<file path="src/rtl/product_accumulator_pkg.sv">
// ---------------------------------------------------------------------------
// product_accumulator_pkg
//
// Purpose : Shared types and constants for the product accumulator slice.
//           Holds the FSM state encoding, the default datapath widths and
//           the constant functions that build the signed clamp limits used
//           when saturation is compiled in (PRODUCT_ACCUMULATOR_SATURATE_EN).
//
// Contents: state_t        - IDLE / ACCUM / DONE state encoding
//           DEFAULT_PROD_W - signed product width from the multiplier
//           DEFAULT_ACC_W  - signed accumulator width (>= product width)
//           DEFAULT_CNT_W  - width of the product-count field
//           acc_max/acc_min- most positive / most negative value of a
//                            signed w-bit number, returned in 128 bits
// ---------------------------------------------------------------------------
package product_accumulator_pkg;

    typedef enum logic [1:0] {
        S_IDLE  = 2'd0,
        S_ACCUM = 2'd1,
        S_DONE  = 2'd2
    } state_t;

    localparam int DEFAULT_PROD_W = 64;
    localparam int DEFAULT_ACC_W  = 72;
    localparam int DEFAULT_CNT_W  = 8;

    // Widest accumulator the limit functions can describe.
    localparam int LIMIT_W = 128;

    // Most positive w-bit signed value: 0 followed by (w-1) ones.
    function automatic logic [LIMIT_W-1:0] acc_max(input int w);
        logic [LIMIT_W-1:0] r;
        r = '0;
        for (int i = 0; i < LIMIT_W; i++) begin
            if (i < w - 1) begin
                r[i] = 1'b1;
            end
        end
        return r;
    endfunction

    // Most negative w-bit signed value: 1 followed by (w-1) zeros; bits at
    // and above the sign position are set so the value is sign-correct.
    function automatic logic [LIMIT_W-1:0] acc_min(input int w);
        logic [LIMIT_W-1:0] r;
        r = '0;
        for (int i = 0; i < LIMIT_W; i++) begin
            if (i >= w - 1) begin
                r[i] = 1'b1;
            end
        end
        return r;
    endfunction

endpackage

</file>
<file path="src/rtl/acc_sat_adder.sv">
// ---------------------------------------------------------------------------
// acc_sat_adder
//
// Purpose : Combinational signed adder for the accumulator. The product is
//           sign-extended to the accumulator width and added to the running
//           sum. Signed overflow is flagged when both addends share a sign
//           and the result sign differs.
//
//           Build option PRODUCT_ACCUMULATOR_SATURATE_EN:
//             defined   - on overflow the sum clamps to the most positive
//                         (positive overflow) or most negative (negative
//                         overflow) ACC_W value.
//             undefined - the sum wraps modulo 2^ACC_W.
//
// Ports   : i_acc  - current signed accumulator value (ACC_W)
//           i_prod - signed product (PROD_W)
//           o_sum  - next accumulator value (ACC_W)
//           o_ovf  - signed overflow of this addition
// ---------------------------------------------------------------------------
module acc_sat_adder
    import product_accumulator_pkg::*;
#(
    parameter int PROD_W = DEFAULT_PROD_W,
    parameter int ACC_W  = DEFAULT_ACC_W
) (
    input  logic signed [ACC_W-1:0]  i_acc,
    input  logic signed [PROD_W-1:0] i_prod,
    output logic signed [ACC_W-1:0]  o_sum,
    output logic                     o_ovf
);

    logic signed [ACC_W-1:0] w_prodExt;
    logic signed [ACC_W-1:0] w_rawSum;

    // A signed size cast sign-extends, and also works when ACC_W == PROD_W.
    assign w_prodExt = ACC_W'(i_prod);
    assign w_rawSum  = i_acc + w_prodExt;

    assign o_ovf = (i_acc[ACC_W-1] == w_prodExt[ACC_W-1]) &&
                   (w_rawSum[ACC_W-1] != i_acc[ACC_W-1]);

`ifdef PRODUCT_ACCUMULATOR_SATURATE_EN
    localparam logic [LIMIT_W-1:0] MAX_FULL = acc_max(ACC_W);
    localparam logic [LIMIT_W-1:0] MIN_FULL = acc_min(ACC_W);
    localparam logic [ACC_W-1:0]   MAX_V    = MAX_FULL[ACC_W-1:0];
    localparam logic [ACC_W-1:0]   MIN_V    = MIN_FULL[ACC_W-1:0];

    // On overflow both addends share a sign, so the operand sign tells the
    // direction: non-negative operands overflowed upward.
    always_comb begin
        o_sum = w_rawSum;
        if (o_ovf) begin
            o_sum = i_acc[ACC_W-1] ? MIN_V : MAX_V;
        end
    end
`else
    assign o_sum = w_rawSum;
`endif

endmodule

</file>
<file path="src/rtl/product_accumulator.sv">
// ---------------------------------------------------------------------------
// product_accumulator
//
// Purpose : Accumulates a programmed number of signed products from the
//           sequential multiplier into a wider signed accumulator (dot
//           products, MAC sums). Products arrive over a valid/ready
//           handshake; a one-cycle done pulse marks the final sum.
//           Optional clamping on overflow is selected with the build macro
//           PRODUCT_ACCUMULATOR_SATURATE_EN (see acc_sat_adder).
//
// Ports   : clk        - system clock, rising edge
//           reset      - asynchronous active-high reset
//           start      - begin a run (sampled in IDLE only)
//           len        - number of products in the run (sampled with start)
//           prod_valid - prod carries a valid product
//           prod       - signed product (PROD_W)
//           prod_ready - block accepts prod this cycle
//           busy       - run in progress
//           done       - one-cycle pulse, acc_out holds the final sum
//           acc_out    - signed accumulator value (ACC_W)
//           overflow   - sticky signed-overflow flag for the current run
// ---------------------------------------------------------------------------
module product_accumulator
    import product_accumulator_pkg::*;
#(
    parameter int PROD_W = DEFAULT_PROD_W,
    parameter int ACC_W  = DEFAULT_ACC_W,
    parameter int CNT_W  = DEFAULT_CNT_W
) (
    input  logic                     clk,
    input  logic                     reset,
    input  logic                     start,
    input  logic [CNT_W-1:0]         len,
    input  logic                     prod_valid,
    input  logic signed [PROD_W-1:0] prod,
    output logic                     prod_ready,
    output logic                     busy,
    output logic                     done,
    output logic signed [ACC_W-1:0]  acc_out,
    output logic                     overflow
);

    state_t                  r_state;
    logic signed [ACC_W-1:0] r_acc;
    logic [CNT_W-1:0]        r_count;
    logic                    r_ovf;

    logic signed [ACC_W-1:0] w_sum;
    logic                    w_ovf;
    logic                    w_xfer;

    acc_sat_adder #(
        .PROD_W (PROD_W),
        .ACC_W  (ACC_W)
    ) u_adder (
        .i_acc  (r_acc),
        .i_prod (prod),
        .o_sum  (w_sum),
        .o_ovf  (w_ovf)
    );

    // Status outputs decode straight from the state register so an async
    // reset drops them immediately, without waiting for a clock edge.
    assign prod_ready = (r_state == S_ACCUM);
    assign busy       = (r_state == S_ACCUM);
    assign done       = (r_state == S_DONE);
    assign acc_out    = r_acc;
    assign overflow   = r_ovf;

    assign w_xfer = prod_valid && prod_ready;

    // FSM, product counter and accumulator. A zero-length run skips ACCUM
    // and reports an empty (zero) sum via DONE on the next cycle.
    always_ff @(posedge clk or posedge reset) begin
        if (reset) begin
            r_state <= S_IDLE;
            r_acc   <= '0;
            r_count <= '0;
            r_ovf   <= 1'b0;
        end else begin
            case (r_state)
                S_IDLE: begin
                    if (start) begin
                        r_acc   <= '0;
                        r_ovf   <= 1'b0;
                        r_count <= len;
                        r_state <= (len == '0) ? S_DONE : S_ACCUM;
                    end
                end
                S_ACCUM: begin
                    if (w_xfer) begin
                        r_acc   <= w_sum;
                        r_ovf   <= r_ovf | w_ovf;
                        r_count <= r_count - CNT_W'(1);
                        if (r_count == CNT_W'(1)) begin
                            r_state <= S_DONE;
                        end
                    end
                end
                S_DONE: begin
                    r_state <= S_IDLE;
                end
                default: begin
                    r_state <= S_IDLE;
                end
            endcase
        end
    end

endmodule

</file>
<file path="config.mk">
export PLATFORM = sky130hd
export DESIGN_NAME = product_accumulator
export DESIGN_NICKNAME = d
export VERILOG_FILES = /design/src/rtl/product_accumulator_pkg.sv /design/src/rtl/acc_sat_adder.sv /design/src/rtl/product_accumulator.sv
export SDC_FILE = /design/constraint.sdc
export NUM_CORES = 1
export LEC_CHECK = 0
export ABC_AREA = 1
export CORE_ASPECT_RATIO = 1.75
export CORE_MARGIN = 5
export CORE_UTILIZATION = 50
export DETAILED_ROUTE_END_ITERATION = 10
export PLACE_DENSITY = 0.76
export SETUP_SLACK_MARGIN = 0.02
export SLEW_MARGIN = 20
export SYNTH_ARGS = -nofsm -noshare
export SYNTH_HDL_FRONTEND = slang
export SYNTH_SLANG_ARGS = --single-unit
</file>
<file path="constraint.sdc">
create_clock -name clk -period 2.3 [get_ports clk]
set_input_delay 0.23 -clock clk [delete_from_list [all_inputs] [get_ports clk]]
set_output_delay 0.23 -clock clk [all_outputs]
set_load 0.01 [all_outputs]
</file>
=== Word level (Yosys, flattened, before mapping) ===
Cells that the tools add are included.
W data, S select, Z words.

* Output and inout bits: 76
* Bits of input ports: 76
* Register bits after elaboration: 83

* Add/subtract/negate cells: 2
* Bitwise gates (word level): 1
* Muxes and demuxes: 14
* Equality and inequality tests: 8
* Reductions and logical operators: 7

{| class="wikitable"
|+ Operators with widths
! operator !! count
|-
| $mux W72 || 2
|-
| $pmux W72 S2 || 1
|-
| $add A72 B64 Y72 || 1
|-
| $mux W8 || 2
|-
| $pmux W8 S2 || 1
|-
| $eq A8 B1 Y1 const B || 1
|-
| $logic_not A8 Y1 || 1
|-
| $mux W2 || 4
|-
| $sub A8 B1 Y8 const B || 1
|-
| $reduce_and A3 Y1 || 2
|-
| $ne A2 B1 Y1 const B || 2
|-
| $pmux W2 S2 || 1
|-
| $eq A2 B1 Y1 const B || 1
|-
| $eq A2 B2 Y1 const B || 1
|-
| $logic_and A1 B1 Y1 || 2
|-
| $logic_not A2 Y1 || 1
|-
| $mux W1 || 2
|-
| $ne A2 B2 Y1 const B || 1
|-
| $pmux W1 S2 || 1
|-
| $reduce_bool A2 Y1 || 1
|-
| $eq A1 B1 Y1 || 1
|-
| $ne A1 B1 Y1 || 1
|-
| $or A1 B1 Y1 || 1
|}

=== Longest topological paths before layout ===
* Depth after elaboration: 6
* Depth in mapped cells: 17

=== By module ===
Synthesis repeated with hierarchy kept, for this count alone.

* Cell total of the unflattened synthesis: 1,582
* Area total of the unflattened synthesis: 9,464.1 um2

{| class="wikitable"
|+ Modules (own cells, without submodules)
! module !! times used !! cells an instance !! sequential area each (um2) !! area each (um2)
|-
| acc_sat_adder || 1 || 1,306 || 0.0 || 6,188.4
|-
| product_accumulator || 1 || 276 || 2,077.0 || 3,275.6
|}

=== Worst setup path before layout ===
Ideal clock, no wire load.

* Path kind: register to register
* From: register r_acc[0], in the netlist acc_out[0]
* To: register r_acc[70], in the netlist acc_out[70]
* Path slack: 0.162 ns
* Stages on the path, launching flop included: 18
* Setup time: 0.117 ns
* Arrival: 2.020 ns
* Data required time: 2.183 ns
* Path through: dfrtp_1 > ha_1 > inv_1 > fa_1 > inv_1 > nand2_1 > o21ai_2 > nand3_1 > nand2_1 > nand2_1 > nand3_2 > nand2_1 > nand2_2 > nand2_1 > nand2_1 > nand2_1 > nand3_1 > nand2_1

* Longest elaborated chain between the ends: 3

{| class="wikitable"
|+ Ends and longest elaborated chain
! item !! line !! text
|-
| start: declaration || product_accumulator.sv:44 || <nowiki>logic signed [ACC_W-1:0] r_acc;</nowiki>
|-
| start signal: assignment || product_accumulator.sv:92 || <nowiki>r_acc <= w_sum;</nowiki>
|-
| $add A72 B64 Y72 || acc_sat_adder.sv:37 || <nowiki>assign w_rawSum = i_acc + w_prodExt;</nowiki>
|-
| $mux W72 || product_accumulator.sv:91 || <nowiki>if (w_xfer) begin</nowiki>
|-
| $pmux W72 S2 || product_accumulator.sv:81 || <nowiki>case (r_state)</nowiki>
|}

No other way between the ends. The select of a mux whose other input is x is not followed.
A chain may end at the register's enable or synchronous reset.

=== Worst setup path after layout ===
* From: register r_acc[6], in the netlist acc_out[6]
* To: register r_acc[43], in the netlist acc_out[43]

Same word-level chain as after synthesis.

==> Flow_metrics.wiki <==
{| class="wikitable"
! Metric !! Value
|-
| Post-synth top area share || 0.237
|-
| Initial antenna violation count || 0
|-
| Most frequent cells after synthesis || sky130_fd_sc_hd__nand2_1, sky130_fd_sc_hd__nor2_1, sky130_fd_sc_hd__inv_1
|-
| Hold slack || 0.294 ns
|-
| Number of placed I/O pins || 152
|-
| Top-count cell post-synth || sky130_fd_sc_hd__nand2_1
|-
| Wire length after detailed routing || 49.7 mm
|-
| Type of the setup path with the least slack || flip-flop to flip-flop
|-
| Number of vias per cell || 6.17
|-
| Setup WS pre-CTS || -0.545 ns
|-
| Total GRT Usage || 0.402
|-
| Wire length of the first global-routing pass || 61.5 mm
|-
| Outcome || complete, but fails checks
|-
| Site Rows || 64
|-
| Met1 demand-to-capacity share in global routing || 0.379
|-
| Synthesized area per cell || ~6.0 um2
|-
| Via count || between 10000 and 15000
|-
| Total count of hold-check failures in the final report || 0
|-
| Vias in the first global route || 12200
|-
| P_leak || 6.83 nW
|-
| Worst clock skew || 0.0112 ns
|-
| Dpl hpwl || 32.3 mm
|-
| Number of slew-limit violations in the final report || 0
|-
| Count of synthesis-stage warnings from yosys || 0
|-
| Area growth, synth to finish || 67.2%
|-
| H-tree levels || 3
|-
| Post-synthesis sequential area ratio || 0.237
|-
| Sinks on the clock net || 83
|-
| Total power of the final layout || 0.0205 W
|-
| Height of the chip || 185 um
|-
| Pin count of the biggest net entering global routing || 84
|-
| Register bit total from synthesis || 83
|-
| Highest achievable clock rate || 386 MHz
|-
| Pin slew with the least headroom to its limit || 0.697 ns
|-
| Area after DPL || 0.0127 mm2
|-
| Finished Cell Area || between 0.01 and 0.015 mm2
|-
| Routed WL per cell || 23.1 um
|-
| Data required time of the critical path || 2.57 ns
|-
| Area contributors post-synth || sky130_fd_sc_hd__dfrtp_1, sky130_fd_sc_hd__nand2_1, sky130_fd_sc_hd__ha_1
|-
| Global-route met2 utilization || 0.705
|-
| Type of origin of the critical path || flip-flop
|-
| Setup crit end kind || flip-flop
|-
| DRC violations left || 0
|-
| Layer with the highest usage || met2
|-
| Area of the die || 0.0204 mm2
|-
| Relative slew slack || 0.534
|-
| Share of the clock period used by the worst path || 1.13
|-
| Library cell with the largest summed area after synthesis || sky130_fd_sc_hd__dfrtp_1
|-
| Worst-case setup margin in the final layout || -0.288 ns
|-
| Synth Net Count || 1603
|-
| Largest fanout on the critical path || 4
|-
| Ant diodes || 0
|-
| Setup repair after global routing missed its margin || yes
|-
| Placer's final routability congestion estimate || around 1.1
|-
| Async set-reset flop share out of synthesis || 1.00
|-
| Final Util || 0.842
|-
| Cell count after synthesis || roughly 1500
|-
| Prevailing post-synth register cell || sky130_fd_sc_hd__dfrtp_1
|-
| Register clock-pin slew on the reported worst setup and hold paths || 0.08 ns
|-
| Number of enable flip-flop cells after synthesis || 0
|-
| IO buf count || 151
|-
| Number of clock buffers inserted by TritonCTS || 9
|-
| Worst min path class || input port to asynchronous set/reset pin
|-
| Worst reg2reg path startpoint || acc_out[6]
|-
| Setup slack, reg-to-reg || -0.29 ns
|-
| Netlist area before placement || 0.00875 mm2
|-
| Initial core utilization || 0.504
|-
| Critical Path AT || 2.86 ns
|-
| Clock root buffer || sky130_fd_sc_hd__clkbuf_16
|-
| Failing checks || negative setup slack
|-
| Number of buffers on the longest clock path || 2
|-
| Core Footprint || 0.0174 mm2
|-
| Met3 capacity usage during global routing || 0.0673
|-
| Clock Latency Late Sink || 0.38 ns
|-
| Total congestion overflow after global routing || 0
|-
| Die width || 110 um
|-
| Power per standard cell area || 1400 mW/mm2
|-
| Number of maximum-capacitance constraint violations || 0
|-
| Startpoint of the worst setup timing path || acc_out[6]
|-
| Distinct cell type count of the synthesized netlist || 48
|-
| Worst voltage drop across the vdd grid || between 900 and 1000 uV
|-
| TritonCTS clock tree || yes
|-
| Cell depth of the worst flop-to-flop path || 14
|-
| Share of layout cells above drive strength 1 || 0.332
|-
| Shortest clock period the worst path allows after layout || 2.59 ns
|-
| Initial DRC count || 1697
|-
| Count of TritonRoute iterations in the first routing pass || 9
|-
| Number of antenna-violating nets in the routed design || 0
|-
| Layout Nets || 2061
|-
| Final number of setup-violating endpoints || 44
|}
[sequential cells by signal, summed over array words and instances (netlist names)]
register and flops:
r_count 8, acc_out 72, r_state 2, overflow 1
[cells by family after synthesis]
logic type / Yosys count / synth area share
compound gates: 308 / 0.192
xor+xnor: 3 / 0.00300
fa+ha+maj: 74 / 0.107
buf+inv: 213 / 0.0938
flops: 83 / 0.237
simple gates: 772 / 0.367
[critical path: stages (launching register included)]
cell and delay [ns]:
sky130_fd_sc_hd__dfrtp_1 0.44, sky130_fd_sc_hd__ha_4 0.33, sky130_fd_sc_hd__nand2_2 0.17, sky130_fd_sc_hd__nor2_1 0.22, sky130_fd_sc_hd__nand2_1 0.15, sky130_fd_sc_hd__nand2_4 0.20
sky130_fd_sc_hd__nand2_2 0.10, sky130_fd_sc_hd__nand2_4 0.10, sky130_fd_sc_hd__nand4_1 0.16, sky130_fd_sc_hd__nand2_4 0.22, sky130_fd_sc_hd__nand3_2 0.13, sky130_fd_sc_hd__nand2_1 0.08
sky130_fd_sc_hd__nand2_1 0.05, sky130_fd_sc_hd__nand3_1 0.06, sky130_fd_sc_hd__nand2_1 0.07
[report_power, final]
part / switching [W] / total [W] / internal [W]
logic: 0.00888 / 0.0159 / 0.00703
registers: 0.000744 / 0.00286 / 0.00212
clock network: 0.000771 / 0.00174 / 0.000964
[repair_timing]
item	CTS	global route
hold buffers	0	0
endpoints found under the setup margin	35	54
buffers inserted	5	21
pin swaps	6	54
gates resized for setup	54	290
[metal layers]
layer / vias to the layer above / wire length (um)
met5: - / 0
met4: 0 / 6430
met3: 495 / 5000
met2: 1077 / 23200
met1: 6043 / 15000
li1: 5640 / -
[layout by cell type (no fill, tap or decap), types with 24 or more instances in the layout]
cell type                         count
sky130_fd_sc_hd__a21oi_1             96
sky130_fd_sc_hd__a21oi_2             47
sky130_fd_sc_hd__buf_4              306
sky130_fd_sc_hd__clkdlybuf4s50_1    149
sky130_fd_sc_hd__dfrtp_1             76
sky130_fd_sc_hd__ha_1                24
sky130_fd_sc_hd__ha_4                48
sky130_fd_sc_hd__inv_1              177
sky130_fd_sc_hd__nand2_1            379
sky130_fd_sc_hd__nand2_2             53
sky130_fd_sc_hd__nand3_1             51
sky130_fd_sc_hd__nor2_1             149
sky130_fd_sc_hd__nor2_2              49
sky130_fd_sc_hd__o21ai_0             65
sky130_fd_sc_hd__o21ai_1             42
[per-stage QoR]
| stage | instances | setup TNS (ns) |
|---|---|---|
| 5_1_grt | 2147 | -10.81 |
| 4_1_cts | 2127 | 0 |
| 6_report | 2147 | -5.51 |
| 2_1_floorplan | 1453 | 0 |
| 3_3_place_gp | 2106 | -13.83 |
| 3_5_place_dp | 2106 | -16.57 |
[path summary, 6_finish.rpt]
path | to
max | acc_out[43]
min | acc_out[21]
max reg2reg | acc_out[43]
min reg2reg | acc_out[70]
max in group asynchronous | acc_out[7]
min in group clk | acc_out[70]
[area by class of cell]
cell class                      count  area, um2
Multi-Input combinational cell   1157       7280
Timing Repair Buffer              464       3910
Fill cell                        1011       2750
Sequential cell                    83       2090
Inverter                          196        739
Tap cell                          231        289
Clock buffer                        9        225
Clock inverter                      7       98.8
(Power assumes the default switching activity.)
